<file path="src/rtl/sam_tx_if.sv">
// sam_tx_if -- bundles the configuration inputs, the payload handshake and
// the serial line outputs of sam_tx.
//
// Handshake: a payload byte is transferred on a rising clk edge where
// msg_valid and msg_ready are both high. msg_ready is combinational and
// may drop in the same cycle cfg_start rises. The master must hold
// msg_data stable while msg_valid is high and not yet accepted.
//
// Signals:
//   cfg_start, cfg_n[3:0], cfg_d[7:0], cfg_N[7:0]  configuration request and values
//   msg_data[7:0], msg_valid, msg_ready            payload byte handshake
//   str, mode, frame, configured                   serial line and status
//   fsm_state[1:0]                                 debug view of the transmitter FSM
interface sam_tx_if;
  logic       cfg_start;
  logic [3:0] cfg_n;
  logic [7:0] cfg_d;
  logic [7:0] cfg_N;
  logic [7:0] msg_data;
  logic       msg_valid;
  logic       msg_ready;
  logic       str;
  logic       mode;
  logic       frame;
  logic       configured;
  logic [1:0] fsm_state;

  modport slave (
    input  cfg_start, cfg_n, cfg_d, cfg_N, msg_data, msg_valid,
    output msg_ready, str, mode, frame, configured, fsm_state
  );

  modport master (
    output cfg_start, cfg_n, cfg_d, cfg_N, msg_data, msg_valid,
    input  msg_ready, str, mode, frame, configured, fsm_state
  );
endinterface

</file>
<file path="src/rtl/sam_tx.sv">
// sam_tx -- serial transmitter. First sends a 20-bit configuration word
// {n, d, N} MSB first with mode=1, then sends payload frames: NB bits of
// each accepted byte (MSB of the NB-bit field first), each bit held for SPB
// cycles with frame=1, followed by N idle gap cycles.
//
// Ports:
//   clk    rising-edge clock
//   reset  asynchronous active-high reset
//   bus    sam_tx_if.slave (configuration, payload handshake, serial outputs,
//          FSM debug state)
module sam_tx (
  input  logic     clk,
  input  logic     reset,
  sam_tx_if.slave  bus
);

  typedef enum logic [1:0] {
    IDLE = 2'd0,
    CFG  = 2'd1,
    DATA = 2'd2,
    GAP  = 2'd3
  } state_t;

  state_t      state, state_next;

  logic [3:0]  lat_n, lat_n_next;
  logic [7:0]  lat_d, lat_d_next;
  logic [7:0]  lat_gap, lat_gap_next;
  logic [7:0]  data_q, data_next;
  logic [5:0]  cnt_sample, cnt_sample_next;
  logic [3:0]  cnt_bit, cnt_bit_next;
  logic [7:0]  cnt_gap, cnt_gap_next;
  logic        str_q, str_next;
  logic        mode_q, mode_next;
  logic        frame_q, frame_next;
  logic        configured_q, configured_next;

  logic [19:0] cfg_word;
  logic [3:0]  nb;
  logic [5:0]  spb;
  logic [2:0]  first_idx;
  logic [2:0]  next_bit_idx;
  logic [4:0]  cfg_idx;
  logic        ready;
  logic        accept_cfg;
  logic        accept_msg;

  assign cfg_word = {lat_n, lat_d, lat_gap};

  // Clamp the latched frame parameters into their legal ranges.
  always_comb begin
    nb = lat_n;
    if (lat_n == 4'd0)     nb = 4'd1;
    else if (lat_n > 4'd8) nb = 4'd8;

    spb = lat_d[5:0];
    if (lat_d < 8'd10)      spb = 6'd10;
    else if (lat_d > 8'd60) spb = 6'd60;
  end

  assign first_idx    = 3'(nb - 4'd1);
  assign next_bit_idx = 3'(cnt_bit - 4'd1);
  // Index of the configuration bit to present in the following cycle.
  assign cfg_idx      = 5'(5'd18 - cnt_sample[4:0]);

  assign ready      = (state == IDLE) && configured_q && !bus.cfg_start;
  assign accept_cfg = (state == IDLE) && bus.cfg_start;
  assign accept_msg = bus.msg_valid && ready;

  // Next-state and next-output logic. Outputs are registered, so each
  // branch computes what str/mode/frame must show during the next cycle.
  always_comb begin
    state_next      = state;
    lat_n_next      = lat_n;
    lat_d_next      = lat_d;
    lat_gap_next    = lat_gap;
    data_next       = data_q;
    cnt_sample_next = cnt_sample;
    cnt_bit_next    = cnt_bit;
    cnt_gap_next    = cnt_gap;
    configured_next = configured_q;
    str_next        = 1'b0;
    mode_next       = 1'b0;
    frame_next      = 1'b0;

    case (state)
      IDLE: begin
        if (accept_cfg) begin
          state_next      = CFG;
          lat_n_next      = bus.cfg_n;
          lat_d_next      = bus.cfg_d;
          lat_gap_next    = bus.cfg_N;
          cnt_sample_next = 6'd0;
          mode_next       = 1'b1;
          str_next        = bus.cfg_n[3];
        end else if (accept_msg) begin
          state_next      = DATA;
          data_next       = bus.msg_data;
          cnt_bit_next    = nb - 4'd1;
          cnt_sample_next = 6'd0;
          frame_next      = 1'b1;
          str_next        = bus.msg_data[first_idx];
        end
      end

      CFG: begin
        // cnt_sample counts the configuration bits 0..19 here.
        if (cnt_sample == 6'd19) begin
          state_next      = IDLE;
          configured_next = 1'b1;
        end else begin
          cnt_sample_next = cnt_sample + 6'd1;
          mode_next       = 1'b1;
          str_next        = cfg_word[cfg_idx];
        end
      end

      DATA: begin
        if (cnt_sample == spb - 6'd1) begin
          if (cnt_bit == 4'd0) begin
            cnt_gap_next = 8'd0;
            state_next   = (lat_gap == 8'd0) ? IDLE : GAP;
          end else begin
            cnt_bit_next    = cnt_bit - 4'd1;
            cnt_sample_next = 6'd0;
            frame_next      = 1'b1;
            str_next        = data_q[next_bit_idx];
          end
        end else begin
          cnt_sample_next = cnt_sample + 6'd1;
          frame_next      = 1'b1;
          str_next        = str_q;
        end
      end

      GAP: begin
        if (cnt_gap == lat_gap - 8'd1) state_next = IDLE;
        else                           cnt_gap_next = cnt_gap + 8'd1;
      end

      default: state_next = IDLE;
    endcase
  end

  always_ff @(posedge clk or posedge reset) begin
    if (reset) begin
      state        <= IDLE;
      lat_n        <= 4'd0;
      lat_d        <= 8'd0;
      lat_gap      <= 8'd0;
      data_q       <= 8'd0;
      cnt_sample   <= 6'd0;
      cnt_bit      <= 4'd0;
      cnt_gap      <= 8'd0;
      str_q        <= 1'b0;
      mode_q       <= 1'b0;
      frame_q      <= 1'b0;
      configured_q <= 1'b0;
    end else begin
      state        <= state_next;
      lat_n        <= lat_n_next;
      lat_d        <= lat_d_next;
      lat_gap      <= lat_gap_next;
      data_q       <= data_next;
      cnt_sample   <= cnt_sample_next;
      cnt_bit      <= cnt_bit_next;
      cnt_gap      <= cnt_gap_next;
      str_q        <= str_next;
      mode_q       <= mode_next;
      frame_q      <= frame_next;
      configured_q <= configured_next;
    end
  end

  assign bus.msg_ready  = ready;
  assign bus.str        = str_q;
  assign bus.mode       = mode_q;
  assign bus.frame      = frame_q;
  assign bus.configured = configured_q;
  assign bus.fsm_state  = state;

endmodule

</file>
<file path="src/flat_wrapper.sv">
// flat-port wrapper written by rule: the top's interface ports become plain ports
module sam_tx_flat 
  (clk, reset, bus_cfg_start, bus_cfg_n, bus_cfg_d, bus_cfg_N, bus_msg_data, bus_msg_valid, bus_msg_ready, bus_str, bus_mode, bus_frame, bus_configured, bus_fsm_state);
  sam_tx_if bus_i ();
  input  logic clk;
  input  logic reset;
  input wire logic [$bits(bus_i.cfg_start)-1:0] bus_cfg_start;
  input wire logic [$bits(bus_i.cfg_n)-1:0] bus_cfg_n;
  input wire logic [$bits(bus_i.cfg_d)-1:0] bus_cfg_d;
  input wire logic [$bits(bus_i.cfg_N)-1:0] bus_cfg_N;
  input wire logic [$bits(bus_i.msg_data)-1:0] bus_msg_data;
  input wire logic [$bits(bus_i.msg_valid)-1:0] bus_msg_valid;
  output wire logic [$bits(bus_i.msg_ready)-1:0] bus_msg_ready;
  output wire logic [$bits(bus_i.str)-1:0] bus_str;
  output wire logic [$bits(bus_i.mode)-1:0] bus_mode;
  output wire logic [$bits(bus_i.frame)-1:0] bus_frame;
  output wire logic [$bits(bus_i.configured)-1:0] bus_configured;
  output wire logic [$bits(bus_i.fsm_state)-1:0] bus_fsm_state;
  assign bus_i.cfg_start = bus_cfg_start;
  assign bus_i.cfg_n = bus_cfg_n;
  assign bus_i.cfg_d = bus_cfg_d;
  assign bus_i.cfg_N = bus_cfg_N;
  assign bus_i.msg_data = bus_msg_data;
  assign bus_i.msg_valid = bus_msg_valid;
  assign bus_msg_ready = bus_i.msg_ready;
  assign bus_str = bus_i.str;
  assign bus_mode = bus_i.mode;
  assign bus_frame = bus_i.frame;
  assign bus_configured = bus_i.configured;
  assign bus_fsm_state = bus_i.fsm_state;
  sam_tx u_core (.clk(clk), .reset(reset), .bus(bus_i));
endmodule
</file>
<file path="config.mk">
export PLATFORM = sky130hd
export DESIGN_NAME = sam_tx_flat
export DESIGN_NICKNAME = d
export VERILOG_FILES = /design/src/rtl/sam_tx_if.sv /design/src/rtl/sam_tx.sv /design/src/flat_wrapper.sv
export SDC_FILE = /design/constraint.sdc
export NUM_CORES = 1
export LEC_CHECK = 0
export ABC_AREA = 1
export CAP_MARGIN = 20
export CORE_UTILIZATION = 53
export CTS_BUF_LIST = sky130_fd_sc_hd__clkbuf_4 sky130_fd_sc_hd__clkbuf_8
export DETAILED_ROUTE_END_ITERATION = 8
export GPL_TIMING_DRIVEN = 1
export PLACE_DENSITY = 0.87
export SYNTH_ARGS = -nofsm -noshare
export SYNTH_HDL_FRONTEND = slang
export SYNTH_SLANG_ARGS = --single-unit
</file>
<file path="constraint.sdc">
create_clock -name clk -period 2.4 [get_ports clk]
set_clock_uncertainty 0.2 [all_clocks]
set_input_delay 0.48 -clock clk [delete_from_list [all_inputs] [get_ports clk]]
set_output_delay 0.48 -clock clk [all_outputs]
set_load 0.005 [all_outputs]
</file>
==> results.cfg <==
[yosys]
synth_seq_area_share = 0.367
yosys-top-cells-count = nand2_1 (149), inv_1 (59), dfrtp_1 (52)
ys_types = 37
synth_area_per_cell_sq_um = 7.14
synth_area_leader_cell = dfrtp_1
synth_flop_cell = dfrtp_1
synth_most_common_cell = nand2_1
netlist_area_sq_um = 3540
ys_seq_elements = 52
syn_nets = 539
synth_cells = 496
synth_top_cell_area_share = 0.367
synth_area_leaders = dfrtp_1 (37%), nand2_1 (16%), nand3_1 (6.4%)
synth-async-reset-ratio = 1.00
synth_edf_count = 0
ys.warnings.count = 0

[grt]
grt_pass1_vias = 3552
grt_max_degree = 53
antenna_found_initial = 0
grt.met2_usage = 0.477
grt_overflow = 0
grt_util_met3 = 0.0376
grt_pass1_wl_mm = 15.6
grt.total_usage = 0.272
top_usage_layer = met2
grt_util_met1 = 0.339

[placed_design]
place_inst = 636
post_dp_cell_area_sq_um = 4270
dp_hpwl_mm = 6.76
gp_congestion = 0.992
port_buffers = 38

[hold_path]
hp-start = u_core.data_q[1]
hold_path_class = reg2reg

[critical_path]
critPathLaunch = u_core.lat_d[6]
timing.rr.end = u_core.cnt_sample[3]
rrSetupSlack_ns = -0.21
crit_path_cell_trace = nor2_4 > buf_4 > nand3_1 > nand2_2 > inv_2 > ha_4 > xor2_1 > nand2_1 > nor2_1 > nand3_1 > nor2_4 > nand3_4 > buf_6 > nor2_4 > nor2_4 > nand3_2 > nand2_1
cpMaxStageDelayCell = dfrtp_1
cp-endpoint = u_core.cnt_sample[3]
cp_common_cell = nor2_4
crit_required_ns = 2.40
path_buf_inv = 3
r2r_start = u_core.lat_d[6]
cp_max_fo = 7
path_depth = 17
max_stage_delay_ns = 0.41
crit_path_start_kind = flop
crit_family = simple AND/OR/NAND/NOR gates
crit_type = reg2reg
critPathCaptureType = flop
worstPathArrival_ns = 2.61
rr_worst_depth = 17

[run_status]
status = finished with violations
violations = negative setup slack

[sta]
fin_crit_ns = 2.61
fmax_mhz = 384
setup_ws_ns = -0.206
tightestPinTransition_ns = 0.483
relSlewSlack = 0.678
final_hold_viol_count = 0
fin_setup_tns_ns = -3.00
slew_violations = 0
period_share = 1.09
rsz0062_at_grt = yes
setup_violations = 22

[floorplanning]
start_util = 0.555
coreArea_sq_um = 6390
die_area_sq_um = 7020
num_io_pins = 39
die_w_microns = 83.8
rows = 29
die_h_microns = 83.8

[layout]
fillers = 505
final_nets = 618
stdcell_count = 653
fin_area_sq_um = 4520
multiInputGateArea_sq_um = 2080
syn2layout_area_growth_pct = 27.6
drive_gt1_frac = 0.165
antenna_cells = 0
seq_area_sq_um = 1300

[clocking]
ctsHoldBuffers = 0
cts_made_buffers = 5
clock-root-buffer = clkbuf_8
ctsLongestPathBuffers = 2
cts_sinks = 52
htree_levels = 2
path_clk_slew_ns = 0.10
cts_tree = yes
clk_latency_ns = 0.31

[routing]
route.detailed.drc = 0
detail-route-antenna-nets = 0
drtIter0Drc = 271
wl_per_cell_microns = 14.2
viasPerCell = 5.53
drt_pass1_iterations = 5
routed_wl_mm = 9.29
vias = 3609

[flow_run]
cap_violations = 0

[pwr]
peakVddDrop_mv = 0.784
powerDensity_nw_per_um2 = 1170
leakage_nw = 2.21
==> report_power, final <==
group / total [mW] / switching [mW] / internal, mW
sequential: 1.38 / 0.246 / 1.13
combinational: 3.37 / 1.98 / 1.39
clock: 0.527 / 0.296 / 0.231
==> through the flow <==
stage	utilization	hold slack, ns	power, mW	setup WS, ns
4_1_cts	0.695	0.290	5.09	-0.160
2_1_floorplan	-	0.244	3.44	-0.170
3_5_place_dp	0.668	0.264	4.44	-0.254
3_3_place_gp	0.668	0.263	4.32	-0.159
6_report	0.708	0.293	5.27	-0.206
5_1_grt	0.708	0.312	5.70	-0.369
==> area by class of cell <==
class,instances,share of cell area
well taps,77,0.0213
inverters,64,0.0531
clock buffers,6,0.0183
clock inverters,2,0.00221
repair buffers,80,0.157
multi-input cells,372,0.460
flip-flops and latches,52,0.288
==> kinds of logic after synthesis <==
| logic type | count (synthesis) | share of synthesized area |
|---|---|---|
| flops | 52 | 0.367 |
| mux | 1 | 0.00282 |
| compound gates | 76 | 0.124 |
| fa+ha+maj | 11 | 0.0388 |
| xor+xnor | 26 | 0.0643 |
| buf+inv | 73 | 0.0798 |
| simple gates | 257 | 0.323 |
==> state kept, by name, indices dropped and copies added, names as in the netlist <==
register               count
u_core.bus.configured      1
u_core.bus.frame           1
u_core.bus.fsm_state       2
u_core.bus.mode            1
u_core.bus.str             1
u_core.cnt_bit             4
u_core.cnt_gap             8
u_core.cnt_sample          6
u_core.data_q              8
u_core.lat_d               8
u_core.lat_gap             8
u_core.lat_n               4
==> cell usage in the layout, fill, tap and decap left out, drive strengths merged, types with 2 or more instances in the layout <==
cell type,instances
xor2,17
nand4,6
nand2,155
ha,11
clkinv,4
o211ai,8
o21bai,2
nor2,37
inv,62
nand3b,2
clkdlybuf4s50,37
nor4,3
xnor2,9
o21ai,46
buf,42
nor3,4
dfrtp,52
nand3,50
a21oi,15
clkbuf,6
==> how the worst min path moves through the flow <==
stage                            end  cells after the start
global placement    u_core.data_q[3]                      2
global route        u_core.data_q[1]                      2
floorplan           u_core.data_q[1]                      2
detailed placement  u_core.data_q[1]                      2
CTS                 u_core.data_q[1]                      2
finish              u_core.data_q[1]                      2
==> tightest hold or removal path: stages (launching register included) <==
cell	delay [ns]
dfrtp_1	0.36
nand2_1	0.06
nand2_1	0.05
==> routing by layer <==
| layer | wire length, microns | vias to the layer above |
|---|---|---|
| li1 | - | 1762 |
| met1 | 3920 | 1725 |
| met2 | 4740 | 105 |
| met3 | 454 | 17 |
| met4 | 179 | 0 |
| met5 | 0 | - |
==> what timing repair did <==
action,in CTS,in global routing
pin swaps,8,4
setup endpoints to repair,23,22
gates resized for setup,11,15
cloned,1,0
buffers inserted,5,3
Power figures use the tool's default switching activity.
